==> src/rtl/adc_spi_arbiter.sv <==
// Two-requester round-robin arbiter in front of a 3-wire SPI ADC register port.
// Each 24-bit command is shifted MSB first; reads turn the SDIO line around for the final byte.
//
// state | meaning
// IDLE  | arbitrate every cycle; the winner's ready pulses combinationally
// START | wait for a tick, then drop cs and load the bit counter
// HIGH  | sck low with the data bit presented; tick raises sck and samples read bits
// LOW   | sck high; tick lowers sck and steps to the next bit
// STOP  | raise cs and take back the SDIO line
// DONE  | publish read data to the owner and pulse its done
module adc_spi_arbiter #(
  parameter int PRESCALER       = 5,
  parameter int PRESCALER_WIDTH = 3
) (
  input  logic        aclk,
  input  logic        reset,
  input  logic        req0_valid,
  input  logic [23:0] req0_data,
  output logic        req0_ready,
  output logic        req0_done,
  output logic [7:0]  req0_rdata,
  input  logic        req1_valid,
  input  logic [23:0] req1_data,
  output logic        req1_ready,
  output logic        req1_done,
  output logic [7:0]  req1_rdata,
  output logic        busy,
  output logic        spi_sck,
  output logic        spi_cs,
  output logic        spi_sdio_o,
  output logic        spi_sdio_t,
  input  logic        spi_sdio_i
);

  typedef enum logic [2:0] {IDLE, START, HIGH, LOW, STOP, DONE} state_t;

  localparam logic [PRESCALER_WIDTH-1:0] TICK_MAX = PRESCALER_WIDTH'(PRESCALER - 1);

  logic [PRESCALER_WIDTH-1:0] tick_cnt;
  logic                       tick;
  state_t                     state, state_d;
  logic [23:0]                cmd, cmd_d;
  logic [4:0]                 bit_cnt, bit_cnt_d;
  logic [7:0]                 shadow, shadow_d;
  logic [7:0]                 rdata0_d, rdata1_d;
  logic                       owner, owner_d;
  logic                       last_grant, last_grant_d;
  logic                       sck_d, cs_d, sdio_t_d;
  logic                       done0_d, done1_d;
  logic                       win1, rw;

  always_ff @(posedge aclk or posedge reset) begin
    if (reset)     tick_cnt <= '0;
    else if (tick) tick_cnt <= '0;
    else           tick_cnt <= tick_cnt + 1'b1;
  end

  assign tick = (tick_cnt == TICK_MAX);
  assign rw   = cmd[23];
  assign busy = (state != IDLE);

  // last_grant holds the most recent winner; a tie goes to the other requester
  assign win1 = req1_valid & (~req0_valid | ~last_grant);

  assign spi_sdio_o = ~spi_cs & ~spi_sdio_t & cmd[bit_cnt];

  always_ff @(posedge aclk or posedge reset) begin
    if (reset) begin
      state      <= IDLE;
      cmd        <= '0;
      bit_cnt    <= '0;
      shadow     <= '0;
      owner      <= 1'b0;
      last_grant <= 1'b1;
      spi_sck    <= 1'b0;
      spi_cs     <= 1'b1;
      spi_sdio_t <= 1'b0;
      req0_done  <= 1'b0;
      req1_done  <= 1'b0;
      req0_rdata <= '0;
      req1_rdata <= '0;
    end else begin
      state      <= state_d;
      cmd        <= cmd_d;
      bit_cnt    <= bit_cnt_d;
      shadow     <= shadow_d;
      owner      <= owner_d;
      last_grant <= last_grant_d;
      spi_sck    <= sck_d;
      spi_cs     <= cs_d;
      spi_sdio_t <= sdio_t_d;
      req0_done  <= done0_d;
      req1_done  <= done1_d;
      req0_rdata <= rdata0_d;
      req1_rdata <= rdata1_d;
    end
  end

  always_comb begin
    state_d      = state;
    cmd_d        = cmd;
    bit_cnt_d    = bit_cnt;
    shadow_d     = shadow;
    owner_d      = owner;
    last_grant_d = last_grant;
    sck_d        = spi_sck;
    cs_d         = spi_cs;
    sdio_t_d     = spi_sdio_t;
    rdata0_d     = req0_rdata;
    rdata1_d     = req1_rdata;
    done0_d      = 1'b0;
    done1_d      = 1'b0;
    req0_ready   = 1'b0;
    req1_ready   = 1'b0;
    case (state)
      IDLE: begin
        if (req0_valid || req1_valid) begin
          req0_ready   = ~win1;
          req1_ready   = win1;
          cmd_d        = win1 ? req1_data : req0_data;
          owner_d      = win1;
          last_grant_d = win1;
          state_d      = START;
        end
      end
      START: begin
        if (tick) begin
          cs_d      = 1'b0;
          bit_cnt_d = 5'd23;
          state_d   = HIGH;
        end
      end
      HIGH: begin
        if (tick) begin
          sck_d = 1'b1;
          if (rw && bit_cnt <= 5'd7) shadow_d[bit_cnt[2:0]] = spi_sdio_i;
          state_d = LOW;
        end
      end
      LOW: begin
        if (tick) begin
          sck_d = 1'b0;
          if (bit_cnt == 5'd0) begin
            state_d = STOP;
          end else begin
            bit_cnt_d = bit_cnt - 5'd1;
            state_d   = HIGH;
            // counter about to reach 7: release SDIO so the ADC can drive the data byte
            if (rw && bit_cnt <= 5'd8) sdio_t_d = 1'b1;
          end
        end
      end
      STOP: begin
        if (tick) begin
          cs_d     = 1'b1;
          sdio_t_d = 1'b0;
          state_d  = DONE;
        end
      end
      DONE: begin
        if (tick) begin
          if (owner) begin
            done1_d = 1'b1;
            if (rw) rdata1_d = shadow;
          end else begin
            done0_d = 1'b1;
            if (rw) rdata0_d = shadow;
          end
          state_d = IDLE;
        end
      end
      default: state_d = IDLE;
    endcase
  end

endmodule

==> config.mk <==
export PLATFORM = sky130hd
export DESIGN_NAME = adc_spi_arbiter
export DESIGN_NICKNAME = d
export VERILOG_FILES = /design/src/rtl/adc_spi_arbiter.sv
export SDC_FILE = /design/constraint.sdc
export NUM_CORES = 1
export LEC_CHECK = 0
export CAP_MARGIN = 20
export CORE_MARGIN = 2
export CORE_UTILIZATION = 50
export CTS_BUF_LIST = sky130_fd_sc_hd__clkbuf_16
export CTS_CLUSTER_DIAMETER = 150
export DETAILED_ROUTE_END_ITERATION = 12
export GPL_ROUTABILITY_DRIVEN = 0
export PLACE_DENSITY = 0.8
export SETUP_SLACK_MARGIN = 0.3
export SYNTH_ARGS = -nofsm -noshare
export SYNTH_HDL_FRONTEND = slang
export SYNTH_SLANG_ARGS = --single-unit
==> constraint.sdc <==
create_clock -name aclk -period 5.8 [get_ports aclk]
set_input_delay 1.16 -clock aclk [delete_from_list [all_inputs] [get_ports aclk]]
set_output_delay 1.16 -clock aclk [all_outputs]
set_load 0.05 [all_outputs]
==> results by group <==
Worst setup path
  • R2R depth: 5
  • Worst Path Max Fanout: 26
  • CP Capture Type: primary output
  • Startpoint type of the worst setup path: primary input
  • Critical Path RT: 4.64 ns
  • WP data arrival: between 3 and 4 ns
  • Critical path class: in -> out

Drt
  • Post-Route WL: between 6000 and 7000 um
  • Total number of vias: between 2000 and 2500
  • Vias per cell: approximately 5.5
  • Wl on met1: 2860 um
  • Post-route ant nets: 0
  • Residual DRC count: 0
  • TritonRoute pass-1 iters: 4
  • DR WL met2: about 3500 um
  • Met3 wire length: ~320 um
  • Highest Signal Layer: met4
  • DRT iter0 DRCs: roughly 110
  • Wire length per cell: 15.5 um

GRT
  • Pin count of the biggest net entering global routing: 67
  • Vias in the first global route: ~2500
  • Gr usage total: 21.1%
  • First-pass GRT wire length: about 12000 um
  • Global route total overflow: 0
  • Initial antenna violation count: 0

Yosys
  • Syn nets: 348
  • Top-count cell post-synth: dfrtp_1
  • Synthesized area: approximately 3200 um2
  • Post-Syn Area per Cell: about 11 um2
  • Cells after Synth: 291
  • Number of synthesized flops with an enable pin: 0
  • Ys flop type: dfrtp_1
  • Register area share after synthesis: just over 50%
  • Ys async rst share: between 90% and 100%
  • Yosys cell types: between 40 and 50
  • Yosys top cell by area: dfrtp_1
  • Synth warn: 0
  • Largest cells by area after synthesis: dfrtp_1, mux2i_1, mux2_2
  • Most frequent cells after synthesis: dfrtp_1, nand2_1, mux2i_1
  • Synthesis-stage register bit count: 66
  • Share of the synthesized area in the top cell type: 49.3%

Pwr
  • Total power: 1.25 mW
  • P_leak: a little under 2 nW
  • P per Cell Area: approximately 290 nW/um2
  • Peak supply drop: 0.192 mV

STA
  • Final min period: about 4.4 ns
  • Setup_tns: 0 ns
  • Max Slew Vio Count: 0
  • Slew @ Worst Pin: between 0.7 and 0.8 ns
  • Fmax: roughly 0.22 GHz
  • Clk_skew: approximately 0.0059 ns
  • Worst hold slack: around 0.47 ns
  • Slew margin rel.: around 47%
  • Final hold viol count: 0
  • RSZ-0062 raised after global routing: no
  • Fin crit share: between 70% and 80%
  • Final setup violating endpoints: 0

Clock tree
  • Post_cts resized: 0
  • CTS buffer count: 9
  • Clock Sinks: 66
  • Clock Path Buffers: 2
  • Clk Latency, worst-skew pair: 0.32 ns
  • CTS Hold Bufs: 0
  • Clk pin slew, worst setup/hold paths: 0.05 ns
  • CTS tree: built
  • Number of post-CTS setup repair buffers: 0
  • Root Buffer: clkbuf_16
  • H-tree level count: 3

Floorplanning
  • Die width: roughly 85 um
  • Core Footprint: 6310 um2
  • Die extent in y: between 80 and 90 um
  • Die ar.: roughly 7200 um2
  • Ports: between 70 and 80
  • Initial Utilization: between 50 and 60%
  • Num rows: 29

Worst hold path
  • HP Class: reg -> reg
  • WHS Path Cells: 1

Layout
  • Final-stage net count: between 400 and 500
  • Synthesis-to-layout area growth: 34.3%
  • Layout cells sized above 1: between 10% and 20%
  • # diodes: 0

Placement
  • IO buf count: a little under 80
  • DP HPWL: 4820 um

Run
  • Max cap viols: 0

Run status
  • Status: finished, final reports clean
[cell families after synthesis]
family	after synthesis	share of synthesized area, %
muxes	57	20.9
AOI/OAI and AO/OA	48	9.06
xor gates and xnor gates	3	0.809
and+or+nand+nor	85	12.8
DFF	66	50.9
buffers and inverters	28	3.93
adders and majority gates	4	1.54
[metal layers]
layer,vias to the layer above,track usage (%)
met3,15,3.83
met1,1158,27.0
met5,-,0
met4,0,9.24
li1,1169,-
met2,82,35.1
[where the power goes]
group | total (mW) | leakage, nW | switching [mW] | internal, mW
Combinational | 0.160 | 0.994 | 0.0663 | 0.0936
Sequential | 0.539 | 0.841 | 0.0448 | 0.494
Clock | 0.555 | 0.148 | 0.184 | 0.370
Total | 1.25 | 1.98 | 0.295 | 0.958
[stage by stage]
step           cells  worst slack (ns)  util, %  area [um2]
5_1_grt          444              1.27     69.0        4360
3_3_place_gp     428              1.39     64.1        4050
2_1_floorplan    291              2.24        -        3250
6_report         444              1.35     69.0        4360
3_5_place_dp     428              1.34     64.1        4050
4_1_cts          444              1.34     69.0        4360
[area by class of cell]
cell class              instances  area (um2)
clock inverters                 7        83.8
repair buffers                 80         793
fillers                       477        1950
multi-input cells             197        1480
clock buffers                   9         225
flip-flops and latches         66        1650
well taps                      77        96.3
inverters                       8        30.0
[placed cells by master, fill, tap and decap left out, types with 3 or more instances in the layout]
master,Yosys,routed
a21o_1,3,3
mux4_1,4,4
mux2_2,24,24
clkinv_1,0,3
buf_4,1,3
nand2b_1,4,4
nand2_1,39,39
nor2_1,13,13
nor3_1,5,5
nor2b_1,3,3
and3_1,3,3
a21oi_1,4,4
o21ai_1,15,15
inv_1,8,7
dfrtp_1,64,64
ha_1,4,4
clkbuf_16,0,9
clkdlybuf4s50_1,0,77
mux2i_1,27,27
nand3_1,4,4
o21ai_0,15,15
[path summary, 6_finish.rpt]
kind,endpoint,start,slack [ns]
min reg2reg,tick_cnt[0],tick_cnt[0],0.47
min in group asynchronous,req0_rdata[6],reset,1.40
max reg2reg,bit_cnt[0],bit_cnt[0],3.63
min,tick_cnt[0],tick_cnt[0],0.47
max in group asynchronous,tick_cnt[1],reset,3.89
max,req1_ready,req1_valid,1.35
[critical path, stage by stage]
cell and delay [ns]:
clkdlybuf4s50_1 0.48, a21boi_4 0.16, buf_4 0.38, nor2b_1 0.27, clkdlybuf4s50_1 0.84
[flip-flops by register name, indices dropped and copies added (netlist names), 3 cells and up]
register / flops
bit_cnt: 5
cmd: 24
req0_rdata: 8
req1_rdata: 8
shadow: 8
state: 3
tick_cnt: 3
Note: power is estimated with default switching activity, not from simulation.
